[src/rtl/mem_ctrl_if.sv]
// Bus bundle between the IF/MEM requesters, the memory controller and the byte-wide RAM.
interface mem_ctrl_if #(parameter int ADDR_W = 32);
    logic              if_req;
    logic [ADDR_W-1:0] if_addr;
    logic              if_cancel;
    logic              if_done;
    logic [31:0]       if_inst;
    logic              mem_req;
    logic              mem_we;
    logic [ADDR_W-1:0] mem_addr;
    logic [1:0]        mem_len;
    logic [31:0]       mem_wdata;
    logic              mem_done;
    logic [31:0]       mem_rdata;
    logic [7:0]        ram_din;
    logic [7:0]        ram_dout;
    logic [ADDR_W-1:0] ram_a;
    logic              ram_wr;

    modport ctrl (
        input  if_req, if_addr, if_cancel, mem_req, mem_we, mem_addr, mem_len, mem_wdata, ram_din,
        output if_done, if_inst, mem_done, mem_rdata, ram_dout, ram_a, ram_wr
    );

    modport master (
        output if_req, if_addr, if_cancel, mem_req, mem_we, mem_addr, mem_len, mem_wdata, ram_din,
        input  if_done, if_inst, mem_done, mem_rdata, ram_dout, ram_a, ram_wr
    );
endinterface

[src/rtl/mem_ctrl.sv]
// Arbitrates the single byte-wide RAM port between instruction fetch and load/store,
// splitting each access into per-byte RAM cycles and assembling read data little-endian.
module mem_ctrl #(
    parameter int ADDR_W = 32
) (
    input  logic   clk,
    input  logic   rst,
    input  logic   rdy,
    mem_ctrl_if.ctrl bus
);
    typedef enum logic [1:0] {
        ST_IDLE  = 2'd0,
        ST_READ  = 2'd1,
        ST_WRITE = 2'd2
    } state_t;

    state_t            r_state;
    logic              r_owner_mem;
    logic [ADDR_W-1:0] r_base;
    logic [2:0]        r_len;
    logic [2:0]        r_cnt;
    logic [31:0]       r_buf;
    logic              r_if_done;
    logic              r_mem_done;
    logic [31:0]       r_if_inst;
    logic [31:0]       r_mem_rdata;

    state_t            w_state_nx;
    logic              w_owner_nx;
    logic [ADDR_W-1:0] w_base_nx;
    logic [2:0]        w_len_nx;
    logic [2:0]        w_cnt_nx;
    logic [31:0]       w_buf_nx;
    logic              w_if_done_nx;
    logic              w_mem_done_nx;
    logic [31:0]       w_if_inst_nx;
    logic [31:0]       w_mem_rdata_nx;
    logic [1:0]        w_cap_idx;
    logic [31:0]       w_buf_cap;
    logic [ADDR_W-1:0] w_ram_a;
    logic [7:0]        w_ram_dout;
    logic              w_ram_wr;
    logic [ADDR_W-1:0] w_cnt_ext;

    function automatic logic [2:0] len_decode(input logic [1:0] code);
        case (code)
            2'b00:   len_decode = 3'd1;
            2'b01:   len_decode = 3'd2;
            default: len_decode = 3'd4;
        endcase
    endfunction

    // State and datapath registers
    always_ff @(posedge clk or posedge rst) begin
        if (rst) begin
            r_state     <= ST_IDLE;
            r_owner_mem <= 1'b0;
            r_base      <= {ADDR_W{1'b0}};
            r_len       <= 3'd0;
            r_cnt       <= 3'd0;
            r_buf       <= 32'd0;
            r_if_done   <= 1'b0;
            r_mem_done  <= 1'b0;
            r_if_inst   <= 32'd0;
            r_mem_rdata <= 32'd0;
        end else begin
            r_state     <= w_state_nx;
            r_owner_mem <= w_owner_nx;
            r_base      <= w_base_nx;
            r_len       <= w_len_nx;
            r_cnt       <= w_cnt_nx;
            r_buf       <= w_buf_nx;
            r_if_done   <= w_if_done_nx;
            r_mem_done  <= w_mem_done_nx;
            r_if_inst   <= w_if_inst_nx;
            r_mem_rdata <= w_mem_rdata_nx;
        end
    end

    // Next-state, arbitration and read-data assembly
    always_comb begin
        w_state_nx     = r_state;
        w_owner_nx     = r_owner_mem;
        w_base_nx      = r_base;
        w_len_nx       = r_len;
        w_cnt_nx       = r_cnt;
        w_buf_nx       = r_buf;
        w_if_done_nx   = r_if_done;
        w_mem_done_nx  = r_mem_done;
        w_if_inst_nx   = r_if_inst;
        w_mem_rdata_nx = r_mem_rdata;
        // ram_din at this edge belongs to the address presented when cnt was one lower
        w_cap_idx      = r_cnt[1:0] - 2'd1;
        w_buf_cap      = r_buf;
        if (r_cnt != 3'd0) begin
            w_buf_cap[{w_cap_idx, 3'b000} +: 8] = bus.ram_din;
        end else begin
            w_buf_cap = r_buf;
        end

        if (rdy) begin
            w_if_done_nx  = 1'b0;
            w_mem_done_nx = 1'b0;
            case (r_state)
                ST_IDLE: begin
                    if (r_if_done || r_mem_done) begin
                        w_state_nx = ST_IDLE;
                    end else if (bus.mem_req) begin
                        w_state_nx = bus.mem_we ? ST_WRITE : ST_READ;
                        w_owner_nx = 1'b1;
                        w_base_nx  = bus.mem_addr;
                        w_len_nx   = len_decode(bus.mem_len);
                        w_cnt_nx   = 3'd0;
                        w_buf_nx   = 32'd0;
                    end else if (bus.if_req) begin
                        w_state_nx = ST_READ;
                        w_owner_nx = 1'b0;
                        w_base_nx  = bus.if_addr;
                        w_len_nx   = 3'd4;
                        w_cnt_nx   = 3'd0;
                        w_buf_nx   = 32'd0;
                    end else begin
                        w_state_nx = ST_IDLE;
                    end
                end
                ST_READ: begin
                    if (!r_owner_mem && bus.if_cancel) begin
                        w_state_nx = ST_IDLE;
                        w_cnt_nx   = 3'd0;
                    end else if (r_cnt == r_len) begin
                        w_state_nx = ST_IDLE;
                        w_cnt_nx   = 3'd0;
                        w_buf_nx   = w_buf_cap;
                        if (r_owner_mem) begin
                            w_mem_done_nx  = 1'b1;
                            w_mem_rdata_nx = w_buf_cap;
                        end else begin
                            w_if_done_nx = 1'b1;
                            w_if_inst_nx = w_buf_cap;
                        end
                    end else begin
                        w_buf_nx = w_buf_cap;
                        w_cnt_nx = r_cnt + 3'd1;
                    end
                end
                ST_WRITE: begin
                    if (r_cnt == (r_len - 3'd1)) begin
                        w_state_nx    = ST_IDLE;
                        w_cnt_nx      = 3'd0;
                        w_mem_done_nx = 1'b1;
                    end else begin
                        w_cnt_nx = r_cnt + 3'd1;
                    end
                end
                default: begin
                    w_state_nx = ST_IDLE;
                    w_cnt_nx   = 3'd0;
                end
            endcase
        end else begin
            w_state_nx = r_state;
        end
    end

    // RAM port decode from the registered state
    always_comb begin
        w_cnt_ext  = {{(ADDR_W-3){1'b0}}, r_cnt};
        w_ram_a    = {ADDR_W{1'b0}};
        w_ram_dout = 8'd0;
        w_ram_wr   = 1'b0;
        case (r_state)
            ST_READ: begin
                if (r_cnt < r_len) begin
                    w_ram_a = r_base + w_cnt_ext;
                end else begin
                    w_ram_a = {ADDR_W{1'b0}};
                end
            end
            ST_WRITE: begin
                w_ram_a    = r_base + w_cnt_ext;
                w_ram_dout = bus.mem_wdata[{r_cnt[1:0], 3'b000} +: 8];
                w_ram_wr   = rdy;
            end
            default: begin
                w_ram_a = {ADDR_W{1'b0}};
            end
        endcase
    end

    assign bus.ram_a     = w_ram_a;
    assign bus.ram_dout  = w_ram_dout;
    assign bus.ram_wr    = w_ram_wr;
    assign bus.if_done   = r_if_done;
    assign bus.if_inst   = r_if_inst;
    assign bus.mem_done  = r_mem_done;
    assign bus.mem_rdata = r_mem_rdata;
endmodule

[src/flat_wrapper.sv]
// flat-port wrapper written by rule: the top's interface ports become plain ports
module mem_ctrl_flat 
#(
    parameter int ADDR_W = 32
)
  (clk, rst, rdy, bus_if_req, bus_if_addr, bus_if_cancel, bus_mem_req, bus_mem_we, bus_mem_addr, bus_mem_len, bus_mem_wdata, bus_ram_din, bus_if_done, bus_if_inst, bus_mem_done, bus_mem_rdata, bus_ram_dout, bus_ram_a, bus_ram_wr);
  mem_ctrl_if #(.ADDR_W(ADDR_W)) bus_i ();
  input  logic clk;
  input  logic rst;
  input  logic rdy;
  input wire logic [$bits(bus_i.if_req)-1:0] bus_if_req;
  input wire logic [$bits(bus_i.if_addr)-1:0] bus_if_addr;
  input wire logic [$bits(bus_i.if_cancel)-1:0] bus_if_cancel;
  input wire logic [$bits(bus_i.mem_req)-1:0] bus_mem_req;
  input wire logic [$bits(bus_i.mem_we)-1:0] bus_mem_we;
  input wire logic [$bits(bus_i.mem_addr)-1:0] bus_mem_addr;
  input wire logic [$bits(bus_i.mem_len)-1:0] bus_mem_len;
  input wire logic [$bits(bus_i.mem_wdata)-1:0] bus_mem_wdata;
  input wire logic [$bits(bus_i.ram_din)-1:0] bus_ram_din;
  output wire logic [$bits(bus_i.if_done)-1:0] bus_if_done;
  output wire logic [$bits(bus_i.if_inst)-1:0] bus_if_inst;
  output wire logic [$bits(bus_i.mem_done)-1:0] bus_mem_done;
  output wire logic [$bits(bus_i.mem_rdata)-1:0] bus_mem_rdata;
  output wire logic [$bits(bus_i.ram_dout)-1:0] bus_ram_dout;
  output wire logic [$bits(bus_i.ram_a)-1:0] bus_ram_a;
  output wire logic [$bits(bus_i.ram_wr)-1:0] bus_ram_wr;
  assign bus_i.if_req = bus_if_req;
  assign bus_i.if_addr = bus_if_addr;
  assign bus_i.if_cancel = bus_if_cancel;
  assign bus_i.mem_req = bus_mem_req;
  assign bus_i.mem_we = bus_mem_we;
  assign bus_i.mem_addr = bus_mem_addr;
  assign bus_i.mem_len = bus_mem_len;
  assign bus_i.mem_wdata = bus_mem_wdata;
  assign bus_i.ram_din = bus_ram_din;
  assign bus_if_done = bus_i.if_done;
  assign bus_if_inst = bus_i.if_inst;
  assign bus_mem_done = bus_i.mem_done;
  assign bus_mem_rdata = bus_i.mem_rdata;
  assign bus_ram_dout = bus_i.ram_dout;
  assign bus_ram_a = bus_i.ram_a;
  assign bus_ram_wr = bus_i.ram_wr;
  mem_ctrl #(.ADDR_W(ADDR_W)) u_core (.clk(clk), .rst(rst), .rdy(rdy), .bus(bus_i));
endmodule
[config.mk]
export PLATFORM = sky130hd
export DESIGN_NAME = mem_ctrl_flat
export DESIGN_NICKNAME = d
export VERILOG_FILES = /design/src/rtl/mem_ctrl_if.sv /design/src/rtl/mem_ctrl.sv /design/src/flat_wrapper.sv
export SDC_FILE = /design/constraint.sdc
export NUM_CORES = 1
export LEC_CHECK = 0
export CORE_MARGIN = 1
export CORE_UTILIZATION = 51
export DETAILED_ROUTE_END_ITERATION = 16
export PLACE_DENSITY = 0.9
export SETUP_SLACK_MARGIN = 0.02
export SYNTH_ARGS = -nofsm -noshare
export SYNTH_HDL_FRONTEND = slang
export SYNTH_SLANG_ARGS = --single-unit
[constraint.sdc]
create_clock -name clk -period 7.45 [get_ports clk]
set_input_delay 1.49 -clock clk [delete_from_list [all_inputs] [get_ports clk]]
set_output_delay 1.49 -clock clk [all_outputs]
set_load 0.01 [all_outputs]
### Word-level counts from Yosys, hierarchy flattened

Index checks and enable logic that the tools add are counted.
Widths: inputs -> output; s select.

| storage, ports and cells | value |
|---|---|
| ROM bits | 0 |
| bits in registers | 139 |
| memories kept | 0 |
| input bits | 113 |
| memory bits (writable) | 0 |
| latch bits | 0 |
| output and inout bits | 107 |

| operators by class | value |
|---|---|
| multiplexer cells | 42 |
| reductions and logical operators | 14 |
| bitwise logic cells | 3 |
| shift operators | 3 |
| equality and inequality tests | 10 |
| div/mod/pow operators | 0 |
| $mul | 0 |
| add/sub/neg operators | 5 |
| $lt $le $gt $ge | 1 |

Operators by type and width:

| kind | count |
|---|---|
| $mux 32 | 8 |
| $pmux 32 s2 | 2 |
| $add 32x3->32 | 1 |
| $bwmux 32 | 1 |
| $shift 8x7->32 const A | 1 |
| $shiftx 32x6->8 | 1 |
| $shiftx 8x7->32 | 1 |
| $mux 3 | 8 |
| $reduce_and 5->1 | 3 |
| $mux 1 | 12 |
| $mux 2 | 6 |
| $pmux 3 s3 | 1 |
| $mux 8 | 1 |
| $neg 5->7 | 1 |
| $eq 3x3->1 | 2 |
| $pmux 2 s3 | 1 |
| $pmux 3 s2 | 1 |
| $reduce_and 3->1 | 2 |
| $eq 2x1->1 const B | 2 |
| $logic_not 2->1 | 2 |
| $ne 2x2->1 const B | 2 |
| $reduce_and 4->1 | 1 |
| $reduce_bool 2->1 | 2 |
| $add 3x1->3 const B | 1 |
| other kinds (13) | 15 |

### Depth between registers and ports, before layout

| logic depth | value |
|---|---|
| depth after elaboration | 7 |
| depth in mapped cells | 8 |

### Worst setup path before layout

No wires, ideal clock.

| timing path | value |
|---|---|
| path kind | input -> output |
| start point | in rdy |
| end point | out bus_ram_wr |
| path slack | 3837 ps |
| arrival | 2123 ps |
| stages on the path | 3 |
| path buffers | 2 |
| cells stage by stage | clkbuf_1 -> clkbuf_1 -> and2_1 |

| on the way | value |
|---|---|
| word-level cells in the longest chain between the ends | 1 |

Ends and longest elaborated chain:

| item | RTL line | RTL |
|---|---|---|
| start: declaration | flat_wrapper.sv:10 | `input logic rdy;` |
| $mux 1 | mem_ctrl.sv:171 | `case (r_state)` |
| end: declaration | flat_wrapper.sv:26 | `output wire logic [$bits(bus_i.ram_wr)-1:0] bus_ram_wr;` |

No other way between the ends.

### Final worst setup path

| timing path | value |
|---|---|
| start point | reg u_core.r_cnt[0] |
| end point | out bus_ram_a[18] |

| on the way | value |
|---|---|
| word-level cells in the longest chain between the ends | 3 |
| elaborated cells between the ends (all ways) | 4 |
| classes of those cells | 1 x add/sub; 1 x order compare; 2 x mux |

Ends and longest elaborated chain:

| item | RTL line | RTL |
|---|---|---|
| start: declaration | mem_ctrl.sv:21 | `logic [2:0] r_cnt;` |
| start signal: assignment | mem_ctrl.sv:71 | `r_cnt <= w_cnt_nx;` |
| $add 32x3->32 or $lt 3x3->1 (tied branches) | mem_ctrl.sv:174, mem_ctrl.sv:180, mem_ctrl.sv:173 |  |
| $mux 32 | mem_ctrl.sv:173 | `if (r_cnt < r_len) begin` |
| $pmux 32 s2 * | mem_ctrl.sv:171 |  |
| end: declaration | flat_wrapper.sv:25 | `output wire logic [$bits(bus_i.ram_a)-1:0] bus_ram_a;` |

Mark *: on every way between the ends. The rest lies on a longest branch, timed or not.

==> flow_summary.ini <==
[cts]
postCtsHoldBufs = 0
clkSinkCount = 139
cts_inserted_buffers = 17
htree_levels = 4
cts.clk_slew.worst_paths_ps = 60
clock_path_buffers = 2
cts_root_buffer = clkbuf_16
clk_latency_ps = 430
cts_setup_buffers = 0
cts_tree = yes
post_cts_resized = 0

[place]
place_inst = 1099
hpwlAfterDp_um = 14100
place_congestion = 0.815
port_buffers = 219

[logic_synthesis]
async_flop_share_pct = 100
syn_nets = 879
seq_area_frac_synth_pct = 47.5
synth_top_area_cell = dfrtp_1
synth_cell_types = 53
syn_area_mm2 = 0.00733
ys_ff_latch = 139
synth_ff_type = dfrtp_1
syn_avg_cell_area_um2 = 9.78
synth_cells = 749
yosysTopAreaCellShare_pct = 47.5
synth_edf_count = 0
synth-warning-count = 0
yosys-top-cells-area = dfrtp_1 47%, o21ai_0 7.3%, nand2_1 6.2%, mux2i_1 5.6%, a22o_1 3.7%

[final_layout]
n_fill_cell = 982
diodes = 0
syn_to_final_growth_pct = 38.5
drive_gt1_share_pct = 6.21
nets = 1068
instances_no_fill = 1130
ff_latch_area_mm2 = 0.00348
multi_input_area_mm2 = 0.00359

[timing]
rsz0062_at_grt = false
min_period_ps = 5560
slew_violations = 0
final.period_utilization_pct = 74.7
finalSetupTns_ps = 0
timing.max_slew.rel_slack_pct = 22.8
finClkSkew_ps = 11.7
worst_slew_pin_slew_ps = 1160
hold_viol_final = 0
setup_viol = 0
fmax_ghz = 0.180

[routing]
post_drt_wl_per_cell_um = 17.7
wirelength_um = 20000
m1WireLength_um = 8040
first_pass_iters = 6
drc = 0
ant_nets = 0
vias = 6669
viasPerCell = 5.90
maxUsedRoutingLayer = met4
wl_met2_um = 10000
dr.first_iter.drc_count = 509
wl_met3_um = 1540

[setup_path]
worst_path_max_delay_cell = dfrtp_1
arrival_ps = 4070
cp-start-kind = register
critPathLaunch = u_core.r_cnt[0]$_DFFE_PP0P_
end_kind = output pin
crit_path_end = bus_ram_a[18]
crit_chain = ha_1 > fa_1 > a21o_1 > nand4_1 > or4_2 > a21oi_1 > clkdlybuf4s50_1
ff2ff_setup_slack_ps = 3990
reg2reg_from = u_core.r_cnt[0]$_DFFE_PP0P_
crit_required_ps = 5960
crit_type = register to output pin
r2r_end = u_core.r_buf[28]$_DFFE_PP0P_
crit_fanout = 17
max_stage_delay_ps = 860
reg2reg_depth = 6

[job]
drv_cap = 0

[floorplan]
start_util_pct = 52.6
die_area_mm2 = 0.0148
die_w_um = 122
core_area_mm2 = 0.0139
std_cell_rows = 43
die_h_um = 122
ios = 220

[global_routing]
grt_usage_pct = 28.1
grt_max_degree = 85
antenna_found_initial = 0
grt_pass1_wl_um = 32400
grt_overflow = 0
grt_pass1_vias = 6433

[power_and_ir_drop]
ir_worst_vdd_mv = 0.196
powerDensity_mw_per_mm2 = 267
p_leak_uw = 0.00418

[min_path]
min_path_type = register to register
worstHoldStart = u_core.bus.mem_rdata[4]$_DFFE_PP0P_

[outcome]
outcome = finished, final reports clean
-- cell usage after synthesis (7+ instances only) --
library cell	instances
a22o_1	31
clkbuf_1	42
mux4_2	8
xor2_1	7
dfrtp_1	139
nand3b_1	8
and3_1	7
mux2i_1	41
and2_1	11
nand2_1	121
o21ai_0	107
a21oi_1	15
nand4_1	10
or3_1	7
o31ai_1	9
ha_1	16
a22oi_1	33
nor2_1	13
inv_1	14
nand3_1	32
-- flip-flops by register name, indices dropped and copies added, names as in the netlist --
signal / count
u_core.bus.mem_done: 1
u_core.bus.if_inst: 32
u_core.r_state: 2
u_core.r_len: 3
u_core.r_base: 32
u_core.r_buf: 32
u_core.r_cnt: 3
u_core.bus.if_done: 1
u_core.r_owner_mem: 1
u_core.bus.mem_rdata: 32
-- kinds of logic after synthesis --
kind of cell / share of synthesized area (%)
buffers and inverters: 3.72
multiplexers: 8.37
AND/OR/NAND/NOR: 17.4
XOR/XNOR: 1.40
AO/OA/AOI/OAI: 18.6
flip-flops: 47.5
adder cells (fa/ha/maj): 3.01
-- per-stage QoR --
stage | utilization [%] | hold WS (ps) | area [um^2] | power (uW) | setup slack (ps)
global placement | 68.6 | 460 | 9560 | 1850 | 2400
detailed placement | 68.6 | 470 | 9560 | 1880 | 2310
CTS | 72.8 | 483 | 10100 | 2710 | 1870
floorplan | - | 450 | 7330 | 1560 | 2240
global route | 72.8 | 497 | 10100 | 2850 | 1580
finish | 72.8 | 477 | 10100 | 2710 | 1890
-- power breakdown --
part / switching, uW / internal [uW]
clock: 330 / 503
combinational: 472 / 385
sequential: 161 / 862
total: 963 / 1750
-- layout make-up --
cell class	instances	share of cell area [%]
Inverter	14	0.567
Multi-Input combinational cell	543	35.3
Timing Repair Buffer	223	21.9
Tap cell	180	2.22
Clock buffer	19	4.37
Clock inverter	12	1.37
Sequential cell	139	34.3
-- cells in the final DEF (no fill, tap or decap), drive strengths merged, types with 16 or more instances in the layout --
cell	instances
nand2	121
dfrtp	139
a22oi	33
o21ai	108
mux2i	41
nand3	32
ha	16
clkdlybuf4s50	218
clkbuf	19
inv	18
a22o	31
-- worst max-delay path, delay by kind of cell (launching register included) --
| family | cells | cell delay, ps |
|---|---|---|
| simple gates | 2 | 1280 |
| flops | 1 | 860 |
| fa+ha+maj | 2 | 570 |
| buf+inv | 1 | 570 |
| compound gates | 2 | 370 |
-- per-layer routing --
layer  global-route usage [%]  vias up
met1                     35.3     3200
met4                     9.57        0
met5                        0        -
met2                     47.1      319
met3                     7.26       32
li1                         -     3118
-- how the worst min path moves through the flow --
stage                                           end  depth (start not counted)
3_5_place_dp   u_core.bus.mem_rdata[27]$_DFFE_PP0P_                          2
5_1_grt          u_core.bus.if_inst[27]$_DFFE_PP0P_                          2
2_1_floorplan           u_core.r_len[1]$_DFFE_PP0P_                          2
6_report        u_core.bus.mem_rdata[4]$_DFFE_PP0P_                          2
3_3_place_gp     u_core.bus.if_inst[15]$_DFFE_PP0P_                          2
4_1_cts        u_core.bus.mem_rdata[27]$_DFFE_PP0P_                          2
Note: power is estimated with default switching activity, not from simulation.
